`config.mk`:
```
export PLATFORM = sky130hd
export DESIGN_NAME = fsk_bit_slicer
export DESIGN_NICKNAME = d
export VERILOG_FILES = /design/src/rtl/fsk_bit_slicer.sv
export SDC_FILE = /design/constraint.sdc
export NUM_CORES = 1
export LEC_CHECK = 0
export BUFFER_PORTS_ARGS = -buffer_cell sky130_fd_sc_hd__buf_2
export CAP_MARGIN = 20
export CORE_ASPECT_RATIO = 1.75
export CORE_MARGIN = 2
export CORE_UTILIZATION = 60
export CTS_CLUSTER_DIAMETER = 80
export DETAILED_ROUTE_END_ITERATION = 8
export HOLD_SLACK_MARGIN = 0.1
export PLACE_DENSITY_LB_ADDON = 0.05
export SETUP_SLACK_MARGIN = 0.1
export SLEW_MARGIN = 25
export SYNTH_ARGS = -nofsm -noshare
export SYNTH_HDL_FRONTEND = slang
export SYNTH_SLANG_ARGS = --single-unit
export TNS_END_PERCENT = 30
```
`constraint.sdc`:
```
create_clock -name clock -period 25.4 [get_ports clock]
set_input_delay 2.54 -clock clock [delete_from_list [all_inputs] [get_ports clock]]
set_output_delay 2.54 -clock clock [all_outputs]
set_load 0.01 [all_outputs]
```
`src/rtl/fsk_bit_slicer.sv`:
```
// Bit-window timing and tone decision stage behind frequency_analyzer.
// Runs one clear/accumulate/settle/decide window per bit and streams decided bits out.
module fsk_bit_slicer #(
    parameter int unsigned CLOCK_FREQUENCY      = 50000000,
    parameter int unsigned BIT_RATE             = 1000,
    parameter int unsigned MIN_RATIO_PERCENT    = 60,
    parameter int unsigned MIN_ACTIVITY_PERCENT = 50
) (
    input  logic        clock,
    input  logic        reset,
    input  logic        enable,
    input  logic [31:0] f0_value,
    input  logic [31:0] f1_value,
    output logic        analyzer_enable,
    output logic        analyzer_clear_n,
    output logic        bit_data,
    output logic        bit_valid,
    input  logic        bit_ready,
    output logic        carrier_detect,
    output logic [15:0] error_count,
    output logic        overflow
);

    localparam int unsigned BIT_TICKS = CLOCK_FREQUENCY / BIT_RATE;
    localparam int unsigned ACC_TICKS = BIT_TICKS - 3;
    localparam int unsigned CNT_W     = $clog2(BIT_TICKS);

    typedef enum logic [2:0] {
        S_IDLE,
        S_CLEAR,
        S_ACCUMULATE,
        S_SETTLE,
        S_DECIDE
    } state_t;

    state_t             state_q, state_d;
    logic [CNT_W-1:0]   cnt_q, cnt_d;
    logic               analyzer_enable_q, analyzer_enable_d;
    logic               analyzer_clear_n_q, analyzer_clear_n_d;
    logic               bit_data_q, bit_data_d;
    logic               bit_valid_q, bit_valid_d;
    logic               carrier_detect_q, carrier_detect_d;
    logic [15:0]        error_count_q, error_count_d;
    logic               overflow_q, overflow_d;

    logic [63:0] total, total_pct, f0_pct, f1_pct, ratio_min, activity_min;
    logic        carrier, is_one, is_zero;
    logic        new_valid, new_bit;

    always_comb begin
        total        = {32'd0, f0_value} + {32'd0, f1_value};
        total_pct    = total * 64'd100;
        f0_pct       = {32'd0, f0_value} * 64'd100;
        f1_pct       = {32'd0, f1_value} * 64'd100;
        ratio_min    = total * 64'(MIN_RATIO_PERCENT);
        activity_min = 64'(ACC_TICKS) * 64'(MIN_ACTIVITY_PERCENT);
        carrier      = (total_pct >= activity_min);
        is_one       = (f1_pct >= ratio_min);
        is_zero      = (f0_pct >= ratio_min);
    end

    always_comb begin
        state_d          = state_q;
        cnt_d            = cnt_q;
        carrier_detect_d = carrier_detect_q;
        error_count_d    = error_count_q;
        bit_data_d       = bit_data_q;
        bit_valid_d      = bit_valid_q;
        overflow_d       = overflow_q;
        new_valid        = 1'b0;
        new_bit          = 1'b0;

        case (state_q)
            S_IDLE: begin
                if (enable) state_d = S_CLEAR;
            end
            S_CLEAR: begin
                state_d = S_ACCUMULATE;
                cnt_d   = '0;
            end
            S_ACCUMULATE: begin
                if (cnt_q == CNT_W'(ACC_TICKS - 1)) state_d = S_SETTLE;
                else                                cnt_d   = cnt_q + 1'b1;
            end
            S_SETTLE: begin
                state_d = S_DECIDE;
            end
            S_DECIDE: begin
                state_d          = S_CLEAR;
                carrier_detect_d = carrier;
                if (carrier) begin
                    if (is_one) begin
                        new_valid = 1'b1;
                        new_bit   = 1'b1;
                    end else if (is_zero) begin
                        new_valid = 1'b1;
                    end else if (error_count_q != '1) begin
                        error_count_d = error_count_q + 1'b1;
                    end
                end
            end
            default: state_d = S_IDLE;
        endcase

        // DECIDE still evaluates its completed window even when enable drops there
        if (!enable && state_q != S_IDLE) state_d = S_IDLE;

        if (new_valid) begin
            if (!bit_valid_q || bit_ready) begin
                bit_data_d  = new_bit;
                bit_valid_d = 1'b1;
            end else begin
                overflow_d  = 1'b1;
            end
        end else if (bit_valid_q && bit_ready) begin
            bit_valid_d = 1'b0;
        end

        analyzer_enable_d  = (state_d == S_ACCUMULATE);
        analyzer_clear_n_d = (state_d == S_ACCUMULATE) || (state_d == S_SETTLE) ||
                             (state_d == S_DECIDE);
    end

    always_ff @(posedge clock) begin
        if (reset) begin
            state_q            <= S_IDLE;
            cnt_q              <= '0;
            analyzer_enable_q  <= 1'b0;
            analyzer_clear_n_q <= 1'b0;
            bit_data_q         <= 1'b0;
            bit_valid_q        <= 1'b0;
            carrier_detect_q   <= 1'b0;
            error_count_q      <= '0;
            overflow_q         <= 1'b0;
        end else begin
            state_q            <= state_d;
            cnt_q              <= cnt_d;
            analyzer_enable_q  <= analyzer_enable_d;
            analyzer_clear_n_q <= analyzer_clear_n_d;
            bit_data_q         <= bit_data_d;
            bit_valid_q        <= bit_valid_d;
            carrier_detect_q   <= carrier_detect_d;
            error_count_q      <= error_count_d;
            overflow_q         <= overflow_d;
        end
    end

    assign analyzer_enable  = analyzer_enable_q;
    assign analyzer_clear_n = analyzer_clear_n_q;
    assign bit_data         = bit_data_q;
    assign bit_valid        = bit_valid_q;
    assign carrier_detect   = carrier_detect_q;
    assign error_count      = error_count_q;
    assign overflow         = overflow_q;

endmodule

```
==> flow_metrics.env, run 1 <==
export IMPL_status="complete, but fails checks"
export IMPL_violations="DRC"
export IMPL_startpoint_type="primary input"
export IMPL_min_period_over_period_pct=47.0
export IMPL_rr_worst_depth=9
export IMPL_cts_root_buf="clkbuf_16"
export IMPL_gr_usage_all_layers_pct=30.0
export IMPL_num_fill_cells=2995
export IMPL_drt_initial_drc_count=606
export IMPL_r2r_setup_slack_ps=22750
export IMPL_grt_pass1_wl_um=83200
export IMPL_clock_tree_buffer_depth=2
export IMPL_num_rows=87
export IMPL_ys_flop_type="dfxtp_1"
export IMPL_critPathSlowestCell="a2111oi_0"
export IMPL_io_buffers=89
export IMPL_hold_viol=0
export IMPL_worst_path_most_repeated_cell="a21oi_1"
export IMPL_crit_required_ps=25580
export IMPL_synth_top_area_share_pct=28.3
export IMPL_setup_viol=0
export IMPL_cts_tree="done"
export IMPL_grt_max_degree=28
export IMPL_cts_sinks=41
export IMPL_postCtsResizedCells=0
export IMPL_startpoint="f0_value[1]"
export IMPL_synth_seq_cells=41
export IMPL_insertion_delay_ps=290
export IMPL_critPathMaxStageDelay_ps=760
export IMPL_worstSetupPathType="in -> reg"
export IMPL_critical_path_buf_inv_count=5
export IMPL_drt_pre_antenna_iters=8
export IMPL_report_final_slew_viol_count=0
export IMPL_cp_data_arrival_time_ps=12100
export IMPL_syn_num_nets=3157
export IMPL_post_cts_buffers=0
export IMPL_finalInstanceArea_um2=20500
export IMPL_place_area_um2=20300
export IMPL_gp_congestion=0.957
export IMPL_drive_above_1_share_pct=5.46
export IMPL_netlist_area_um2=19400
export IMPL_finClkSkew_ps=4.47
export IMPL_hpwl_um=45300
export IMPL_seq_area_um2=821
export IMPL_nNetsFinal=3235
export IMPL_yosysWarningCount=0
export IMPL_fin_ws_ps=13470
export IMPL_routed_via_density=5.85
export IMPL_num_antenna_cells=0
export IMPL_async_reset_ff_share_pct=0
export IMPL_rsz0062_at_grt="false"
export IMPL_place_ws_ps=13230
export IMPL_multi_input_area_um2=16500
export IMPL_synth_distinct_cells=86
export IMPL_yosysSeqAreaShare_pct=4.22
export IMPL_antenna_found_initial=0
export IMPL_synth_most_common_cell="inv_1"
export IMPL_cpLargestDelayFamily="compound AO/OA/AOI/OAI gates"
export IMPL_clkTransAtPathRegs_ps=60
export IMPL_core_area_um2=32100
export IMPL_max_slew_margin_pct=32.9
export IMPL_die_y_um=242
export IMPL_grt_pass1_vias=17800
export IMPL_routed_wl_um=51000
export IMPL_cp_num_cells=43
export IMPL_max_slew_worst_pin_slew_ps=1000
export IMPL_worst_setup_path_end_kind="register"
export IMPL_fmax_ghz=0.0838
export IMPL_drcViolationCount=8
export IMPL_syn_inst=2523
export IMPL_cp_max_fo=23
export IMPL_avgSynthCellArea_um2=7.71
export IMPL_regToRegEndpoint="error_count[5]"
export IMPL_layout_min_cycle_time_ps=11930
export IMPL_postRouteAntennaNets=0
export IMPL_yosys_top_cells_count="inv_1, ha_1, a21oi_1"
export IMPL_cts_max_level=2
export IMPL_pin_count=90
export IMPL_grt_ovfl_total=0
export IMPL_routedWlPerCell_um=17.0
export IMPL_area_growth_pct=5.44
export IMPL_synth_area_leaders="ha_1, fa_1, inv_1"
export IMPL_synth_edf_count=0
export IMPL_setup_tns_ps=0
export IMPL_hp_class="reg -> reg"
export IMPL_crit_end="error_count[0]"
export IMPL_finalNonFillerCells=3001
export IMPL_maxCapViolations=0
export IMPL_die_x_um=140
export IMPL_place_inst=2994
export IMPL_synth_top_area_cell="ha_1"
export IMPL_rr_startpoint="error_count[3]"
export IMPL_initial_core_util_pct=60.5
export IMPL_die_area_um2=33900
export IMPL_dr_total_vias=17600
export IMPL_cts_buffers=5
export IMPL_ctsHoldBuffers=0
[layout make-up]
cell class                      instances  share of cell area, %
Multi-Input combinational cell       1925                   80.6
Clock buffer                            5                  0.610
Clock inverter                          2                  0.171
Timing Repair Buffer                   97                   2.47
Sequential cell                        41                   4.00
Tap cell                              400                   2.44
Inverter                              531                   9.72
[kinds of logic (layout without fill, tap and decap cells)]
kind of cell	after synthesis	after routing	share of synthesized area, %
XOR/XNOR	166	166	7.55
flip-flops	41	41	4.22
multiplexers	20	20	1.13
adder cells (fa/ha/maj)	568	568	41.4
buffers and inverters	557	635	10.8
AND/OR/NAND/NOR	576	576	14.8
AO/OA/AOI/OAI	595	595	20.1
[placed cells by master, fill, tap and decap left out, types with 56 or more instances in the layout]
cell type  count
inv_1        528
ha_1         440
a21oi_1      179
nor2_1       161
fa_1         126
nand2_1      112
o21ai_0      103
xnor2_1       96
a21o_1        94
buf_2         89
xor2_1        69
nand3_1       56
[metrics by stage]
stage | util [%] | hold slack (ps)
detailed placement | 63.3 | 490
floorplan | - | 464
CTS | 63.8 | 500
global route | 63.8 | 517
global placement | 63.3 | 473
finish | 63.8 | 492
[state kept, by name, summed over array words and instances, names as in the netlist]
name,count
carrier_detect,1
analyzer_enable,1
analyzer_clear_n,1
cnt_q,16
bit_data,1
state_q,3
overflow,1
error_count,16
bit_valid,1
[worst reg2reg max path, delay by kind of cell (launching register included)]
kind	cells	cell delay, ps
and+or+nand+nor	6	1290
DFF	1	430
AOI/OAI and AO/OA	1	270
muxes	1	260
buffers and inverters	1	290
[metal layers]
layer	up-vias	GRT usage, %	part of all wire [%]
li1	8778	-	-
met1	8250	28.5	35
met2	388	61.1	54
met3	148	1.07	2.5
met4	0	19.3	7.7
met5	-	0	0
[how the worst min path moves through the flow]
| stage | from | endpoint | cells after the start | slack [ps] |
|---|---|---|---|---|
| floorplan | state_q[1] | state_q[2] | 2 | 460 |
| global placement | overflow | overflow | 1 | 470 |
| detailed placement | state_q[1] | state_q[2] | 2 | 490 |
| CTS | bit_data | bit_data | 2 | 500 |
| global route | bit_data | bit_data | 2 | 520 |
| finish | bit_data | bit_data | 2 | 490 |
Power of run 1 is not shown: default switching activity piles up to over one toggle a cycle in this logic, so the estimate is an artifact.
==> run 2, diff against run 1 <==
--- a/config.mk
+++ b/config.mk
@@ -9,7 +9,7 @@
 export CAP_MARGIN = 20
 export CORE_ASPECT_RATIO = 1.75
 export CORE_MARGIN = 2
-export CORE_UTILIZATION = 60
+export CORE_UTILIZATION = 59
 export CTS_CLUSTER_DIAMETER = 80
 export DETAILED_ROUTE_END_ITERATION = 8
 export HOLD_SLACK_MARGIN = 0.1
==> constraint.sdc (replaced) <==
create_clock -name clock -period 10.5 [get_ports clock]
set_input_delay 1.05 -clock clock [delete_from_list [all_inputs] [get_ports clock]]
set_output_delay 1.05 -clock clock [all_outputs]
set_load 0.01 [all_outputs]
==> run 2 against run 1 <==
The flow now finishes without violations. Sequential cell count unchanged. Critical path depth down 5. Clock-buffer cell count unchanged. Die area up 1.7%. Worst setup slack worse by 13000 ps. Cell count up 2.3%.
==> flow_metrics.env, run 2 (synthesized netlist as in run 1, its figures left out) <==
export IMPL_max_slew_margin_pct=43.5
export IMPL_antenna_found_initial=0
export IMPL_gp_congestion=1.01
export IMPL_initial_core_util_pct=59.5
export IMPL_report_final_slew_viol_count=0
export IMPL_dr_total_vias=18000
export IMPL_max_slew_worst_pin_slew_ps=841
export IMPL_hp_class="reg -> reg"
export IMPL_nNetsFinal=3299
export IMPL_die_y_um=244
export IMPL_cpLargestDelayFamily="compound AO/OA/AOI/OAI gates"
export IMPL_cts_tree="done"
export IMPL_drt_initial_drc_count=671
export IMPL_die_area_um2=34500
export IMPL_mostFrequentLayoutCells="inv_1, ha_1, a21oi_1"
export IMPL_grt_max_degree=28
export IMPL_grt_pass1_vias=18500
export IMPL_cts_root_buf="clkbuf_16"
export IMPL_io_buffers=89
export IMPL_cts_buffers=5
export IMPL_rsz0062_at_grt="false"
export IMPL_area_growth_pct=8.37
export IMPL_routedWlPerCell_um=17.1
export IMPL_critPathSlowestCell="fa_1"
export IMPL_insertion_delay_ps=300
export IMPL_startpoint_type="primary input"
export IMPL_finalNonFillerCells=3071
export IMPL_status="complete, no violations"
export IMPL_cts_max_level=2
export IMPL_die_x_um=141
export IMPL_finClkSkew_ps=10.1
export IMPL_worstSetupPathType="in -> reg"
export IMPL_worst_path_most_repeated_cell="a21o_1"
export IMPL_critical_path_buf_inv_count=5
export IMPL_drive_above_1_share_pct=8.18
export IMPL_min_period_over_period_pct=93.2
export IMPL_grt_pass1_wl_um=85700
export IMPL_critPathMaxStageDelay_ps=560
export IMPL_hold_viol=0
export IMPL_grt_ovfl_total=0
export IMPL_setup_tns_ps=0
export IMPL_pin_count=90
export IMPL_layout_commonest_cell="inv_1"
export IMPL_num_rows=88
export IMPL_num_antenna_cells=0
export IMPL_crit_required_ps=10680
export IMPL_cp_max_fo=10
export IMPL_worst_setup_path_end_kind="register"
export IMPL_clock_tree_buffer_depth=2
export IMPL_place_inst=3061
export IMPL_clkTransAtPathRegs_ps=70
export IMPL_fmax_ghz=0.102
export IMPL_setup_viol=0
export IMPL_cts_sinks=41
export IMPL_routed_via_density=5.85
export IMPL_layout_min_cycle_time_ps=9790
export IMPL_hold_slack_ps=481
export IMPL_postRouteAntennaNets=0
export IMPL_drt_pre_antenna_iters=5
export IMPL_drcViolationCount=0
export IMPL_gr_usage_all_layers_pct=30.5
export IMPL_core_area_um2=32700
export IMPL_cp_data_arrival_time_ps=9970
export IMPL_routed_wl_um=52400
export IMPL_maxCapViolations=0
export IMPL_ctsHoldBuffers=0
export IMPL_hpwl_um=46500
[run 2: cell type report]
| cell class | count | area (um2) |
|---|---|---|
| inverter | 531 | 1990 |
| fill | 3029 | 11600 |
| clock buffer | 5 | 125 |
| tap | 405 | 507 |
| clock inverter | 3 | 46.3 |
| multi-input combinational | 1926 | 16600 |
| timing repair buffer | 160 | 978 |
| sequential | 41 | 821 |
[run 2: per-layer routing]
| metal | GRT usage, % | up-vias | wire, um |
|---|---|---|---|
| met5 | 0 | - | 0 |
| met4 | 20.6 | 0 | 4170 |
| met3 | 1.33 | 163 | 1160 |
| met2 | 62.2 | 379 | 29000 |
| met1 | 28.1 | 8515 | 18100 |
| li1 | - | 8907 | - |
[run 2: per-stage QoR]
| step | utilization (%) | setup slack, ps | area, um2 |
|---|---|---|---|
| finish | 64.4 | 715 | 21100 |
| global route | 64.4 | 99.7 | 21100 |
| CTS | 64.2 | 424 | 21000 |
| detailed placement | 63.7 | 184 | 20800 |
| global placement | 63.6 | 208 | 20800 |
| floorplan | - | 1230 | 19400 |
[run 2: path summary, 6_finish.rpt]
check / startpoint / to / slack [ps] / depth (start not counted)
worst max register to register: state_q[2] / error_count[12] / 7860 / 7
worst min register to register: overflow / overflow / 480 / 1
worst min-delay path: overflow / overflow / 480 / 1
worst max-delay path: f1_value[0] / error_count[12] / 710 / 38
[run 2: what timing repair did]
action	in CTS	in global routing
endpoints found under the hold margin	0	0
gates resized for setup	0	15
endpoints found under the setup margin	0	18
buffers inserted	0	1
Power of run 2 is left out for the same reason.
